### src/rtl/addroundkey_stage.sv
// AES AddRoundKey pipeline stage: 11-slot round-key store, one output register.
// Optional ARK_KEY_VALID_EN flags beats that read a never-written key slot.
module addroundkey_stage (
  input  logic         clk_i,
  input  logic         rst_i,
  input  logic         key_we_i,
  input  logic [3:0]   key_idx_i,
  input  logic [127:0] key_i,
  input  logic         valid_i,
  output logic         ready_o,
  input  logic [127:0] text_i,
  input  logic [3:0]   round_i,
  output logic         valid_o,
  input  logic         ready_i,
  output logic [127:0] text_o,
  output logic         err_o
);

  localparam int NSLOT = 11;

  logic [127:0] slot_q [NSLOT];
  logic [127:0] slot_d [NSLOT];
  logic [127:0] text_q, text_d;
  logic         valid_q, valid_d;
  logic         err_q, err_d;
  logic [127:0] rkey;
  logic         rnd_ok;
  logic         key_ok;
  logic         accept;

`ifdef ARK_KEY_VALID_EN
  logic [NSLOT-1:0] wr_q, wr_d;
`endif

  assign ready_o = ~valid_q | ready_i;
  assign accept  = valid_i & ready_o;
  assign valid_o = valid_q;
  assign text_o  = text_q;
  assign err_o   = err_q;

  // Key lookup reads the registered slots, so a same-cycle write is unseen.
  always_comb begin
    rnd_ok = (round_i <= 4'd10);
    rkey   = '0;
    key_ok = 1'b1;
`ifdef ARK_KEY_VALID_EN
    key_ok = 1'b0;
`endif
    for (int i = 0; i < NSLOT; i++) begin
      if (round_i == 4'(i)) begin
        rkey = slot_q[i];
`ifdef ARK_KEY_VALID_EN
        key_ok = wr_q[i];
`endif
      end
    end
  end

  always_comb begin
    for (int i = 0; i < NSLOT; i++) begin
      slot_d[i] = slot_q[i];
      if (key_we_i && key_idx_i == 4'(i))
        slot_d[i] = key_i;
    end
  end

`ifdef ARK_KEY_VALID_EN
  always_comb begin
    wr_d = wr_q;
    for (int i = 0; i < NSLOT; i++)
      if (key_we_i && key_idx_i == 4'(i))
        wr_d[i] = 1'b1;
  end
`endif

  always_comb begin
    valid_d = valid_q;
    text_d  = text_q;
    err_d   = err_q;
    if (accept) begin
      valid_d = 1'b1;
      text_d  = text_i ^ rkey;
      err_d   = ~rnd_ok | ~key_ok;
    end else if (ready_i) begin
      valid_d = 1'b0;
    end
  end

  always_ff @(posedge clk_i or posedge rst_i) begin
    if (rst_i) begin
      valid_q <= 1'b0;
      text_q  <= '0;
      err_q   <= 1'b0;
      for (int i = 0; i < NSLOT; i++)
        slot_q[i] <= '0;
    end else begin
      valid_q <= valid_d;
      text_q  <= text_d;
      err_q   <= err_d;
      for (int i = 0; i < NSLOT; i++)
        slot_q[i] <= slot_d[i];
    end
  end

`ifdef ARK_KEY_VALID_EN
  always_ff @(posedge clk_i or posedge rst_i) begin
    if (rst_i) wr_q <= '0;
    else       wr_q <= wr_d;
  end
`endif

endmodule

### config.mk
export PLATFORM = sky130hd
export DESIGN_NAME = addroundkey_stage
export DESIGN_NICKNAME = d
export VERILOG_FILES = /design/src/rtl/addroundkey_stage.sv
export SDC_FILE = /design/constraint.sdc
export NUM_CORES = 2
export LEC_CHECK = 0
export BUFFER_PORTS_ARGS = -buffer_cell sky130_fd_sc_hd__buf_2
export CAP_MARGIN = 20
export CORE_ASPECT_RATIO = 1.2
export CORE_MARGIN = 8
export CORE_UTILIZATION = 55
export DETAILED_ROUTE_END_ITERATION = 10
export PLACE_DENSITY = 0.8
export SLEW_MARGIN = 20
export SYNTH_ARGS = -nofsm -noshare
export SYNTH_HDL_FRONTEND = slang
export SYNTH_SLANG_ARGS = --single-unit
export TNS_END_PERCENT = 1
### constraint.sdc
create_clock -name clk_i -period 129.7 [get_ports clk_i]
set_input_delay 32.425 -clock clk_i [delete_from_list [all_inputs] [get_ports clk_i]]
set_output_delay 32.425 -clock clk_i [all_outputs]
set_load 0.005 [all_outputs]
### After elaboration in Yosys (flattened, before gate mapping)

Cells that the tools add are included.

* register bits: 1538
* bits of input ports: 269
* output and inout bits: 131
* logic and storage cells: 67

* order comparisons: 1
* eq/ne operators: 20
* multiplexer cells: 13
* bitwise logic cells: 5
* reduce and logical (&&, ||, !) cells: 14

Operator list (number)
* 128-bit 2-to-1 mux: 11
* 128-bit XOR: 1
* 4-bit by 3-bit equality test with 1-bit output, second input constant: 8
* 4-bit equality test, second input constant: 6
* 4-bit by 2-bit equality test with 1-bit output, second input constant: 4
* 1-bit logical AND: 11
* 4-bit by 1-bit equality test with 1-bit output, second input constant: 2
* 4-bit logical NOT: 2
* 4-bit less-or-equal comparator, second input constant: 1
* 1-bit 2-to-1 mux: 2
* 1-bit NOT: 2
* 2-bit nonzero test: 1
* 1-bit AND: 1
* 1-bit OR: 1

### Logic depth before layout (Yosys ltp)

* word-level depth: 13
* mapped depth: 11
* depth with buffers taken out: 6

### Worst setup path after synthesis

OpenSTA, ideal clock, no wires.

* path kind: input port to output port
* start point: input port ready_i
* end point: output port ready_o
* arrival time: 32.848 ns
* data required time: 97.275 ns
* path slack: 64.427 ns
* cell stages on the path: 2
* path buffers: 1
* cell sequence: nand2b_1 clkbuf_1

* word-level cells in the longest chain between the ends: 1

Ends and longest elaborated chain
* from (decl): line 14 `input logic ready_i,`
* 1-bit OR: line 35 `assign ready_o = ~valid_q | ready_i;`
* to (decl): line 10 `output logic ready_o,`

Every way passes these cells.

### Worst setup path after layout

Ends and elaborated chain as after synthesis.

==> key figures <==
Clock tree
  – CTS tree: built
  – Worst-path clk slew: 60 ps
  – Post-CTS Repair Setup Buffers: 0
  – Number of H-tree levels: 4
  – CTS max path bufs: 3
  – Post_cts resized: 0
  – # clock sinks: roughly 1500
  – TritonCTS Buffers: approximately 160
  – Hold_buf cts: 0
  – Clock Latency Late Sink: roughly 810 ps
  – Clk root buf: clkbuf_16

Layout
  – Area Overhead vs Synth: 11.1%
  – Non-filler instance count after layout: about 7600
  – NumNets Final: 6004
  – Ratio of cells with drive above 1 in the final layout: 39.1%
  – Util after Layout: roughly three fifths
  – # fillers: 9667

Global routing
  – Overall Global Routing Usage: between 20 and 30%
  – Number of global-route vias before repair: approximately 53000
  – First-pass GRT wire length: 327000 microns
  – Initial antenna violation count: 39
  – Total grt overflow: 0
  – Pin count of the biggest net entering global routing: 190

Route
  – Drt drc: 0
  – Drt initial violations: ~6400
  – Total iterations of the first detailed-routing run: 8
  – Vias: 51000
  – Met2 WL: just over 100000 microns
  – Drt wl/cell: 28.6 microns
  – M1 WL: around 85000 microns
  – Final WL: ~220000 microns
  – Top Metal Used: met5
  – Post-route ant nets: 0
  – WL met3: 19500 microns
  – Via density: just under 7

Placement
  – GPL Wtd Cong: 0.812
  – Placed cells: 7266
  – PortBufs: 399
  – Dpl hpwl: 118000 microns

Timing
  – Final Hold Vio Count: 0
  – Clock Skew: ~33 ps
  – Final period util: about half
  – Fmax: 15.2 MHz
  – Slew margin rel.: 21.0%
  – Setup TNS: 0 ps
  – Worst-margin pin slew: 1190 ps
  – Min Tclk post-route: 65650 ps
  – RSZ-0062 raised after global routing: no
  – Final setup vio count: 0
  – Fin. max-slew vios: 0

Logic synthesis
  – Synth area leaders: dfrtp_1 (53%), mux2_2 (23%), mux2i_1 (2.3%)
  – YS warnings: 0
  – Post-synth top cells: dfrtp_1 (1538), mux2_2 (1448), clkbuf_1 (411)
  – Most frequent cell after synthesis: dfrtp_1
  – Area leader, netlist: dfrtp_1
  – Mapped Avg Cell Area: 12.7 sq um
  – Syn Inst Count: 5680
  – Netlist cell types: 69
  – Syn_nets: 5949
  – Sequential area share after synthesis: 53.5%
  – Number of synthesized flops with an enable pin: 0
  – Mapped Area: 72000 sq um
  – Main synth FF type: dfrtp_1
  – Post-synth ARST share: 100%
  – Post-synth top area share: 53.5%
  – Yosys reg bits: 1538

Floorplanning
  – Ports: 400
  – DIE AREA: roughly 140000 sq um
  – Die width: approximately 350 microns
  – Initial Util: about 55%
  – Site row count: 145
  – Die height: approximately 410 microns
  – CORE AREA: 130000 sq um

Power
  – Peak VDD IR: roughly 11 uV
  – Pleak: about 0.036 uW
  – Pwr dens: 16.8 nW/um^2

Worst setup path
  – Crit path DAT: 33230 ps
  – CP Capture Type: output pin
  – CP required: approximately 97000 ps
  – WS Path Type: input port to output pin
  – CP max FO: 27
  – Startpoint types: input port

Worst hold path
  – Hold crit path type: register to register

Outcome
  – Run status: complete, no violations

Run
  – Max-cap violations: 0
[registers in the layout, summed over array words and instances (netlist names)]
signal   count
valid_o      1
slot_q    1408
err_o        1
text_o     128
[per-stage QoR]
stage	setup slack (ps)	area (sq um)	total power [uW]	hold slack (ps)
2_1_floorplan	53890	72000	815	471
3_3_place_gp	64100	74600	862	455
3_5_place_dp	64100	74600	881	463
4_1_cts	64100	79800	1340	476
5_1_grt	64020	79900	1390	485
6_report	64050	80000	1340	472
[cell usage in the layout (no fill, tap or decap), types with 13 or more instances in the layout]
| cell type | Yosys | layout |
|---|---|---|
| a21o_1 | 162 | 162 |
| clkbuf_16 | 0 | 158 |
| nor2b_1 | 45 | 40 |
| nand2b_1 | 20 | 13 |
| buf_4 | 25 | 66 |
| o22ai_1 | 64 | 64 |
| clkbuf_8 | 0 | 34 |
| a22oi_1 | 74 | 74 |
| a222oi_1 | 108 | 108 |
| and3_1 | 24 | 23 |
| mux2i_1 | 168 | 168 |
| nor3_1 | 83 | 83 |
| o21ai_0 | 169 | 169 |
| inv_1 | 25 | 22 |
| buf_2 | 120 | 397 |
| o221ai_1 | 66 | 66 |
| mux4_2 | 37 | 37 |
| nand3b_1 | 15 | 15 |
| nand3_1 | 62 | 62 |
| clkbuf_1 | 411 | 36 |
| a31oi_1 | 32 | 32 |
| xnor2_1 | 31 | 31 |
| mux2_2 | 1448 | 1448 |
| buf_12 | 0 | 13 |
| dfrtp_1 | 1538 | 1538 |
| a21oi_1 | 149 | 148 |
| o211ai_1 | 66 | 66 |
| a211o_1 | 61 | 61 |
| o21ai_1 | 23 | 23 |
| o32ai_1 | 20 | 20 |
| clkinv_2 | 0 | 21 |
| diode_2 | 0 | 28 |
| o22a_1 | 66 | 66 |
| nand2_1 | 235 | 232 |
| nor2_1 | 153 | 147 |
[cells by family after synthesis]
group                  Yosys count  share of synthesized area (%)
AO/OA/AOI/OAI                 1171                           11.9
XOR/XNOR                        31                          0.377
buffers and inverters          609                           3.66
flip-flops                    1538                           53.5
multiplexers                  1653                           26.1
AND/OR/NAND/NOR                678                           4.44
[cell type report]
class                   count  area, sq um  share of cell area, %
multi-input cells        3533        31100                   38.9
well taps                1690         2110                   2.64
repair buffers            482         2830                   3.54
clock buffers             227         4540                   5.68
flip-flops and latches   1538        38500                   48.1
diodes                     28         70.1                 0.0876
clock inverters            51          711                  0.889
inverters                  25          104                  0.130
[critical path: stages]
cell and delay [ps]:
buf_2 70, nand2b_2 100, buf_4 420, buf_2 210
[power breakdown]
part	switching, uW	internal, uW
clock	194	268
sequential	62.3	590
combinational	103	124
total	360	982
[worst paths after layout]
check,startpoint,end,slack (ps),cells after the start
max,ready_i,ready_o,64050,4
min,text_o[27],text_o[27],470,2
max reg2reg,valid_o,text_o[116],126830,7
min reg2reg,text_o[27],text_o[27],470,2
max in group asynchronous,rst_i,slot_q[75],92880,7
min in group asynchronous,rst_i,text_o[14],31800,2
[per-layer routing]
metal  GRT usage [%]  vias to the layer above
li1                -                    21100
met1            37.9                    26600
met2            47.1                     2636
met3            7.06                      611
met4            15.4                       10
met5               0                        -
(Power assumes the default switching activity.)
